--- src/rtl/billiard_pkg.sv ---
// Shared constants and the shot controller state type for the billiard game.
package billiard_pkg;

  localparam int MAX_SHOT_SPEED = 512;
  localparam int SPEED_STEP     = 64;
  localparam int POWER_LEVELS   = 8;
  localparam int DIR_COUNT      = 16;

  typedef enum logic [1:0] {
    ST_LOCKED,
    ST_AIM,
    ST_CHARGE,
    ST_FIRE
  } shot_state_t;

endpackage

--- src/rtl/shot_dir_lut.sv ---
// 16-direction unit vector ROM in Q6 (64 = 1.0); sine is the cosine table shifted by a quarter turn.
module shot_dir_lut (
  input  logic [3:0]        aimDir,
  output logic signed [7:0] cosQ6,
  output logic signed [7:0] sinQ6
);

  function automatic logic signed [7:0] cos_of(input logic [3:0] d);
    logic signed [7:0] v;
    case (d)
      4'd0:    v = 8'sd64;
      4'd1:    v = 8'sd59;
      4'd2:    v = 8'sd45;
      4'd3:    v = 8'sd24;
      4'd4:    v = 8'sd0;
      4'd5:    v = -8'sd24;
      4'd6:    v = -8'sd45;
      4'd7:    v = -8'sd59;
      4'd8:    v = -8'sd64;
      4'd9:    v = -8'sd59;
      4'd10:   v = -8'sd45;
      4'd11:   v = -8'sd24;
      4'd12:   v = 8'sd0;
      4'd13:   v = 8'sd24;
      4'd14:   v = 8'sd45;
      default: v = 8'sd59;
    endcase
    return v;
  endfunction

  assign cosQ6 = cos_of(aimDir);
  assign sinQ6 = cos_of(aimDir - 4'd4);

endmodule

--- src/rtl/cue_shot_ctrl.sv ---
// Cue shot controller: frame-paced aim/charge FSM that launches the white ball with a one-cycle pulse.
module cue_shot_ctrl
  import billiard_pkg::*;
#(
  parameter int CHARGE_FRAMES = 4,
  parameter int AIM_REPEAT    = 3,
  parameter int SETTLE_FRAMES = 4
) (
  input  logic        clk,
  input  logic        resetN,
  input  logic        startOfFrame,
  input  logic        aimLeft,
  input  logic        aimRight,
  input  logic        chargeKey,
  input  logic        ballsMoving,
  output logic        chargeWhiteBall,
  output logic [10:0] WhiteBall_Xspeed_Charge,
  output logic [10:0] WhiteBall_Yspeed_Charge,
  output logic [3:0]  aimDir,
  output logic [3:0]  shotPower,
  output logic        readyToShoot
);

  shot_state_t state_q, state_d;
  logic [7:0]  settle_cnt_q, settle_cnt_d;
  logic [7:0]  aim_cnt_q, aim_cnt_d;
  logic [7:0]  charge_cnt_q, charge_cnt_d;
  logic [3:0]  aim_dir_q, aim_dir_d;
  logic [3:0]  shot_power_q, shot_power_d;
  logic [10:0] x_speed_q, x_speed_d;
  logic [10:0] y_speed_q, y_speed_d;
  logic        pulse_q, pulse_d;
  logic        ready_q, ready_d;

  logic signed [7:0]  cos_q6, sin_q6;
  logic [17:0]        mag_u;
  logic signed [17:0] x_prod, y_prod;

  shot_dir_lut u_dir_lut (
    .aimDir (aim_dir_q),
    .cosQ6  (cos_q6),
    .sinQ6  (sin_q6)
  );

  // Products peak at 512*64 = 32768, so 18 signed bits hold them without overflow.
  assign mag_u  = 18'(shot_power_q) * 18'(SPEED_STEP);
  assign x_prod = $signed(mag_u) * $signed({{10{cos_q6[7]}}, cos_q6});
  assign y_prod = $signed(mag_u) * $signed({{10{sin_q6[7]}}, sin_q6});

  always_comb begin
    state_d      = state_q;
    settle_cnt_d = settle_cnt_q;
    aim_cnt_d    = aim_cnt_q;
    charge_cnt_d = charge_cnt_q;
    aim_dir_d    = aim_dir_q;
    shot_power_d = shot_power_q;
    x_speed_d    = x_speed_q;
    y_speed_d    = y_speed_q;
    pulse_d      = 1'b0;

    case (state_q)
      ST_LOCKED: begin
        if (startOfFrame) begin
          if (ballsMoving) begin
            settle_cnt_d = 8'd0;
          end else if (settle_cnt_q + 8'd1 >= 8'(SETTLE_FRAMES)) begin
            settle_cnt_d = 8'd0;
            state_d      = ST_AIM;
          end else begin
            settle_cnt_d = settle_cnt_q + 8'd1;
          end
        end
      end
      ST_AIM: begin
        if (startOfFrame) begin
          if (ballsMoving) begin
            state_d      = ST_LOCKED;
            settle_cnt_d = 8'd0;
          end else if (chargeKey) begin
            state_d      = ST_CHARGE;
            shot_power_d = 4'd0;
            charge_cnt_d = 8'd0;
          end else if (aimLeft ^ aimRight) begin
            // First tick of a hold rotates immediately, then every AIM_REPEAT ticks.
            if (aim_cnt_q == 8'd0) begin
              aim_dir_d = aimLeft ? aim_dir_q - 4'd1 : aim_dir_q + 4'd1;
              aim_cnt_d = 8'(AIM_REPEAT - 1);
            end else begin
              aim_cnt_d = aim_cnt_q - 8'd1;
            end
          end else begin
            aim_cnt_d = 8'd0;
          end
        end
      end
      ST_CHARGE: begin
        if (startOfFrame) begin
          if (ballsMoving) begin
            state_d      = ST_LOCKED;
            shot_power_d = 4'd0;
            settle_cnt_d = 8'd0;
            charge_cnt_d = 8'd0;
          end else if (!chargeKey) begin
            if (shot_power_q != 4'd0) begin
              state_d   = ST_FIRE;
              pulse_d   = 1'b1;
              x_speed_d = 11'(x_prod >>> 6);
              y_speed_d = 11'(y_prod >>> 6);
            end else begin
              state_d = ST_AIM;
            end
          end else if (charge_cnt_q + 8'd1 >= 8'(CHARGE_FRAMES)) begin
            charge_cnt_d = 8'd0;
            if (shot_power_q < 4'(POWER_LEVELS)) begin
              shot_power_d = shot_power_q + 4'd1;
            end
          end else begin
            charge_cnt_d = charge_cnt_q + 8'd1;
          end
        end
      end
      ST_FIRE: begin
        state_d      = ST_LOCKED;
        shot_power_d = 4'd0;
        settle_cnt_d = 8'd0;
      end
      default: state_d = ST_LOCKED;
    endcase

    ready_d = (state_d == ST_AIM) || (state_d == ST_CHARGE);
  end

  always_ff @(posedge clk or negedge resetN) begin
    if (!resetN) begin
      state_q      <= ST_LOCKED;
      settle_cnt_q <= 8'd0;
      aim_cnt_q    <= 8'd0;
      charge_cnt_q <= 8'd0;
      aim_dir_q    <= 4'd0;
      shot_power_q <= 4'd0;
      x_speed_q    <= 11'd0;
      y_speed_q    <= 11'd0;
      pulse_q      <= 1'b0;
      ready_q      <= 1'b0;
    end else begin
      state_q      <= state_d;
      settle_cnt_q <= settle_cnt_d;
      aim_cnt_q    <= aim_cnt_d;
      charge_cnt_q <= charge_cnt_d;
      aim_dir_q    <= aim_dir_d;
      shot_power_q <= shot_power_d;
      x_speed_q    <= x_speed_d;
      y_speed_q    <= y_speed_d;
      pulse_q      <= pulse_d;
      ready_q      <= ready_d;
    end
  end

  assign chargeWhiteBall         = pulse_q;
  assign WhiteBall_Xspeed_Charge = x_speed_q;
  assign WhiteBall_Yspeed_Charge = y_speed_q;
  assign aimDir                  = aim_dir_q;
  assign shotPower               = shot_power_q;
  assign readyToShoot            = ready_q;

endmodule

--- config.mk ---
export PLATFORM = sky130hd
export DESIGN_NAME = cue_shot_ctrl
export DESIGN_NICKNAME = d
export VERILOG_FILES = /design/src/rtl/billiard_pkg.sv /design/src/rtl/shot_dir_lut.sv /design/src/rtl/cue_shot_ctrl.sv
export SDC_FILE = /design/constraint.sdc
export NUM_CORES = 1
export LEC_CHECK = 0
export ABC_CLOCK_PERIOD_IN_PS = 5100
export BUFFER_PORTS_ARGS = -buffer_cell sky130_fd_sc_hd__clkbuf_2
export CORE_MARGIN = 10
export CORE_UTILIZATION = 63
export CTS_BUF_LIST = sky130_fd_sc_hd__clkbuf_8
export CTS_CLUSTER_SIZE = 25
export DETAILED_ROUTE_END_ITERATION = 12
export PLACE_DENSITY_LB_ADDON = 0.15
export SLEW_MARGIN = 20
export SYNTH_ARGS = -nofsm -noshare
export SYNTH_HDL_FRONTEND = slang
export SYNTH_SLANG_ARGS = --single-unit
--- constraint.sdc ---
create_clock -name clk -period 5.1 [get_ports clk]
set_input_delay 1.02 -clock clk [delete_from_list [all_inputs] [get_ports clk]]
set_output_delay 1.02 -clock clk [all_outputs]
set_load 0.02 [all_outputs]
==> results of run 1 <==
-- power groups by stage --
stage	logic [mW]	registers [mW]	clock network, mW
finish	0.585	0.599	0.450
global route	0.658	0.611	0.474
CTS	0.588	0.598	0.460
detailed placement	0.578	0.606	0
global placement	0.557	0.604	0
floorplan	0.418	0.614	0
-- cells in the mapped netlist, drive strengths merged (3+ instances only) --
library cell   n  area (µm²)
buf           10        63.8
o31ai          8        60.1
inv           71         267
a21oi         27         135
a21o           5        37.5
or2b           3        22.5
xor2          12         105
or2            5        31.3
nand3b         7        52.6
a211oi         3        22.5
and2          44         277
nor2b         15        93.8
nand2b        10        62.6
nor2          31         116
dfrtp         58        1450
xnor2         17         149
clkbuf         9        33.8
nand3         12        60.1
a2111oi        3        32.5
o21ai         27         135
mux2i          5        50.1
or3            5        31.3
nor3          15        85.1
nand2         55         206
or4            5        37.5
nor3b          5        37.5
fa            29         581
ha            57         713
-- stage by stage --
stage / area [µm²] / hold WS [ns] / setup WS (ns) / power (mW) / std cells
after floorplan: 5340 / 0.463 / 0.819 / 1.03 / 592
after global placement: 5580 / 0.458 / 0.663 / 1.16 / 718
after detailed placement: 5580 / 0.464 / 0.546 / 1.18 / 718
after CTS: 5780 / 0.482 / 0.524 / 1.65 / 734
after global routing: 5780 / 0.498 / 0.173 / 1.74 / 734
final: 5780 / 0.477 / 0.499 / 1.63 / 734
-- per-layer routing --
| metal | track usage, % | vias to the layer above | share of wire (%) |
|---|---|---|---|
| met1 | 23.2 | 1990 | 48 |
| met3 | 4.63 | 19 | 6.1 |
| li1 | - | 2045 | - |
| met5 | 0 | - | 0 |
| met4 | 4.23 | 0 | 1.4 |
| met2 | 30.0 | 116 | 45 |
-- cell type report --
class	instances	area [µm²]	share of cell area, %
well taps	105	131	2.27
flip-flops and latches	58	1450	25.1
repair buffers	40	205	3.55
clock buffers	11	151	2.62
inverters	72	270	4.67
clock inverters	5	53.8	0.931
multi-input cells	443	3520	60.9
-- worst paths after layout --
check                                           start                          to  slack, ns  cells past startpoint
max                                         aimDir[1]  WhiteBall_Yspeed_Charge[9]       0.50                     17
min                        WhiteBall_Yspeed_Charge[2]  WhiteBall_Yspeed_Charge[2]       0.48                      2
max reg2reg                                 aimDir[1]  WhiteBall_Yspeed_Charge[9]       0.50                     17
min reg2reg                WhiteBall_Yspeed_Charge[2]  WhiteBall_Yspeed_Charge[2]       0.48                      2
max in group asynchronous                      resetN                aim_cnt_q[6]       3.80                      2
min in group asynchronous                      resetN                shotPower[1]       0.82                      2
-- tightest hold or removal path: cells and delay by family (launching register included) --
| family | cells | cell delay (ns) |
|---|---|---|
| and+or+nand+nor | 2 | 0.10 |
| DFF | 1 | 0.35 |
-- cells by family (layout without fill, tap and decap cells) --
family                     count (synthesis)  after routing
AOI/OAI and AO/OA                         97             97
xor gates and xnor gates                  29             29
adders and majority gates                 86             86
buffers and inverters                     91            128
DFF                                       58             58
muxes                                      7              7
and+or+nand+nor                          224            224
-- sequential cells by signal, summed over array words and instances, names as in the netlist --
| name | cells |
|---|---|
| WhiteBall_Xspeed_Charge | 11 |
| WhiteBall_Yspeed_Charge | 11 |
| aimDir | 4 |
| aim_cnt_q | 8 |
| chargeWhiteBall | 1 |
| charge_cnt_q | 8 |
| readyToShoot | 1 |
| settle_cnt_q | 8 |
| shotPower | 4 |
| state_q | 2 |
==> metrics.txt, run 1 <==
status finished clean; Synth Area in XOR/XNOR 4.76%; dpl hpwl 8320 µm; Net Sw Frac 39.1%; diode count 0; Yosys reg bits 58; Filler cells 652; NetSw 639 µW; vias post-DR ~4200; cell mode on critical path inv_1; post-CTS resize count 0; GPL Wtd Cong between 0.9 and 1; most common cell after layout, fill and taps aside inv_1; initial core utilization 65.0%; Max FO, Critical Path 10; DRT Pass-1 Iters 4; Worst Max-Slew Pin Slew ~0.75 ns; first-pass GRT wire length 19600 µm; H-tree depth 3; worst ir drop on vdd 0.290 mV; cells along the critical path inv_1 -> ha_1 -> mux2i_1 -> and2_1 -> nor2_1 -> and2_1 -> ha_1 -> inv_1 -> fa_1 -> fa_1 -> inv_1 -> ha_1 -> inv_1 -> o21ai_0 -> a2111oi_0 -> nor3_1 -> nand3b_1; CTS Sinks 58; setup violators final 0; register area share after synthesis 27.2%; Crit. End Element flop; LEAKAGE 2.91 nW; fin util 70.4%; CTS clk-pin slew, worst paths 0.07 ns; final WL 10900 µm; Post-synth EDFFs 0; asr flop ratio synth 100%; Flop pwr share 36.6%; gr ovfl total 0; die area 0.0126 mm²; CP max stage delay 0.57 ns; largest family of logic cells by synthesized area adder cells; Fin. Hold Viols 0; Clk pwr share 27.5%; fraction of layout cells with a size suffix above 1 11.4%; IO Pins 39; Synth Area in Simple Gates 23.3%; Critical Path RT 5.33 ns; Mean Syn Cell Area 9.02 µm²; logic gate share of total power 35.8%; Initial DRC Count 225; Avg WL per Cell between 10 and 15 µm; hold_buf cts 0; Clock Root Buffer clkbuf_8; Syn Nets 685; Worst Hold Class reg2reg; Worst slew margin 50.0%; CP top delay family adder cells; CP max-delay cell a2111oi_0; nets about 700; max cap viols 0; min Tclk post-route 4.60 ns; DRC Markers 0; adder-cell share of the synthesized area 24.2%; Slew Viols, Final 0; most frequent cells in the layout inv_1 (72), dfrtp_1 (58), ha_1 (57); Clock Path Buffers 2; CP Launch Type flop; Synth Instances just under 600; Num CTS Buffers 9; Placeable Area 0.00822 mm²; RSZ-0062 raised after global routing false; vias per inst roughly 5.7; post-synthesis compound-gate area fraction 11.9%; Clock Skews 0.0144 ns; Critical Path AT 4.83 ns; power per cell area 283 mW/mm²; I/O Buffers 38; ys flop type dfrtp_1; mux share of post-synthesis cell area ~1.8%; Worst Path Buf+Inv 4; Tcrit/Tclk final about 90%; CTS tree built; Post-CTS Setup Bufs 0; vias in the first global route about 4300; initial antenna violation count 0; GRT Overall Usage about 18%; yosys warns 0; die height roughly 110 µm; Power Internal 995 µW; Area Overhead vs Synth 8.32%; later-pin clock latency in the skew report 0.35 ns; DRT antenna net count 0; die width 112 µm; Syn Std Cell Area 0.00534 mm²; post-route setup TNS 0 ns; Cell variety after synth 65; largest net degree at the start of global routing 59; Max Freq around 0.22 GHz; critical path class reg2reg; Cell Rows 33
(Power assumes the default switching activity.)
==> inputs of run 2 (changes only) <==
--- a/config.mk
+++ b/config.mk
@@ -7,6 +7,7 @@
 export LEC_CHECK = 0
 export ABC_CLOCK_PERIOD_IN_PS = 5100
 export BUFFER_PORTS_ARGS = -buffer_cell sky130_fd_sc_hd__clkbuf_2
+export CORE_ASPECT_RATIO = 0.5
 export CORE_MARGIN = 10
 export CORE_UTILIZATION = 63
 export CTS_BUF_LIST = sky130_fd_sc_hd__clkbuf_8
==> constraint.sdc (replaced) <==
create_clock -name clk -period 5.1 [get_ports clk]
set_input_delay 0.51 -clock clk [delete_from_list [all_inputs] [get_ports clk]]
set_output_delay 0.51 -clock clk [all_outputs]
set_load 0.02 [all_outputs]
==> run 2 against run 1 <==
Compared with the run above: critical path depth is 3 lower; clock skew is 0.0041 ns higher; total power is 2.6% higher; critical path type unchanged; combinational power is 0.7% lower; die area is 1.8% higher; worst setup slack better by 0.024 ns; critical endpoint is now WhiteBall_Xspeed_Charge[9]; non-clock buffer count is 2 higher; clock power is 10% higher; wire length is 1.6% higher; cell count is 1.2% higher; worst hold slack worse by 0.19 ns.
==> metrics.txt, run 2 (synthesized netlist as in run 1, its figures left out) <==
Avg WL per Cell 15.0 µm (+0.39%); cell mode on critical path inv_1; post-route setup TNS 0 ns (unchanged); CTS Sinks 58 (unchanged); Placeable Area 0.00812 mm² (-1.2%); vias per inst 5.62 (-1.1%); Critical Path AT 4.81 ns (-0.02 ns); R2R Path End WhiteBall_Xspeed_Charge[9]; later-pin clock latency in the skew report 0.36 ns (about the same); GRT Overall Usage 18.4% (+0.36 points); fin util 71.8% (+1.4 points); gr ovfl total 0 (unchanged); Post-CTS Setup Bufs 0 (unchanged); vias in the first global route 4201 (-1.3%); dpl hpwl 8370 µm (+0.59%); CP max stage delay 0.71 ns (+0.14 ns); I/O Buffers 38 (unchanged); Tcrit/Tclk final 89.7% (-0.47 points); Num CTS Buffers 9 (unchanged); initial antenna violation count 0 (unchanged); fraction of layout cells with a size suffix above 1 11.9% (+0.44 points); dpl cells 727 (+1.3%); diode count 0 (unchanged); largest net degree at the start of global routing 59 (unchanged); GPL Wtd Cong 0.836 (-8.0%); post-CTS resize count 0 (unchanged); Crit. End Element flop; CTS clk-pin slew, worst paths 0.09 ns (+0.02 ns); Fin. Hold Viols 0 (unchanged); worst r2r src aimDir[3]; Area Overhead vs Synth 9.17%; final WL 11100 µm (+1.6%); Clock Skews 0.0185 ns (+0.00407 ns); H-tree depth 3 (unchanged); most common cell after layout, fill and taps aside inv_1; DRC Markers 0 (unchanged); cells along the critical path inv_1 -> nor2_1 -> o31ai_1 -> and2_1 -> ha_1 -> inv_1 -> fa_1 -> fa_1 -> inv_1 -> ha_1 -> a21o_1 -> a2111oi_0 -> nor3_1 -> nand3b_1; DRT Pass-1 Iters 6 (+2); Cell Rows 23 (-30%); hold_buf cts 0 (unchanged); r2r setup slk 0.52 ns (+0.02 ns); nets 719 (+0.28%); Worst slew margin 51.0% (+1.0 points); DRT antenna net count 0 (unchanged); Initial DRC Count 238 (+5.8%); Worst Path Buf+Inv 3 (-1); LEAKAGE 2.93 nW (+0.58%); IO Pins 39 (unchanged); Max Freq 0.219 GHz (+0.53%); die height 85.1 µm (-24%); Slew Viols, Final 0 (unchanged); Worst Max-Slew Pin Slew 0.735 ns (-0.0150 ns); CTS tree built; Cell Count, Final, Fillers Out 743 (+1.2%); worst ir drop on vdd 0.259 mV (-10%); critical path class reg2reg; min Tclk post-route 4.58 ns (-0.0242 ns); Clock Path Buffers 2 (unchanged); die width 150 µm (+34%); initial core utilization 65.8% (+0.81 points); most frequent cells in the layout inv_1 (71), dfrtp_1 (58), ha_1 (57); RSZ-0062 raised after global routing false; die area 0.0128 mm² (+1.8%); R2R depth 14 (-3); CP top delay family adder cells; max cap viols 0 (unchanged); CP max-delay cell dfrtp_1; Critical Path RT 5.33 ns (about the same); Filler cells 630 (-3.4%); vias post-DR 4175 (+0.12%); power per cell area 288 mW/mm² (+1.8%); Clock Root Buffer clkbuf_8; Max FO, Critical Path 18 (+8); first-pass GRT wire length 19600 µm (-0.28%); Crit path depth 14 (-3); status finished clean; Worst Hold Class in2async; CP Launch Type flop; setup violators final 0 (unchanged)
## run 2: layer usage
metal,track usage (%),share of wire [%]
met5,0,0
met4,4.82,0.94
met3,4.56,6.4
met2,30.8,46
met1,23.5,46
## run 2: worst max-delay path by stage
stage | to | slack [ns] | from
6_report | WhiteBall_Xspeed_Charge[9] | 0.52 | aimDir[3]
3_5_place_dp | WhiteBall_Xspeed_Charge[10] | 0.57 | aimDir[1]
3_3_place_gp | WhiteBall_Xspeed_Charge[10] | 0.66 | aimDir[1]
2_1_floorplan | WhiteBall_Yspeed_Charge[10] | 0.82 | aimDir[0]
5_1_grt | WhiteBall_Yspeed_Charge[9] | 0.13 | aimDir[1]
4_1_cts | WhiteBall_Xspeed_Charge[10] | 0.55 | aimDir[1]
## run 2: final cells by class
class	instances	area (µm²)	area share, %
sequential	58	1450	24.9
clock inverter	7	103	1.76
clock buffer	9	124	2.13
multi-input combinational	443	3520	60.4
tap	112	140	2.40
timing repair buffer	42	220	3.78
inverter	72	270	4.64
## run 2: metrics by stage
| step | instance area, µm² | hold WS (ns) | total power, mW | worst slack, ns |
|---|---|---|---|---|
| after floorplan | 5340 | 0.214 | 1.03 | 0.819 |
| after global placement | 5600 | 0.456 | 1.16 | 0.664 |
| after detailed placement | 5600 | 0.464 | 1.18 | 0.572 |
| after CTS | 5830 | 0.311 | 1.69 | 0.545 |
| after global routing | 5830 | 0.358 | 1.80 | 0.128 |
| final | 5830 | 0.282 | 1.68 | 0.523 |
## run 2: power breakdown
part	total [mW]	internal (mW)	switching, mW
clock network	0.497	0.279	0.218
registers	0.599	0.520	0.0781
logic	0.581	0.227	0.355
total	1.68	1.03	0.651
## run 2: worst reg2reg max path: cells and delay by family (launching register included)
kind / cells / cell delay (ns)
fa+ha+maj: 4 / 1.64
compound gates: 3 / 0.93
simple gates: 4 / 0.82
flops: 1 / 0.71
buf+inv: 3 / 0.35
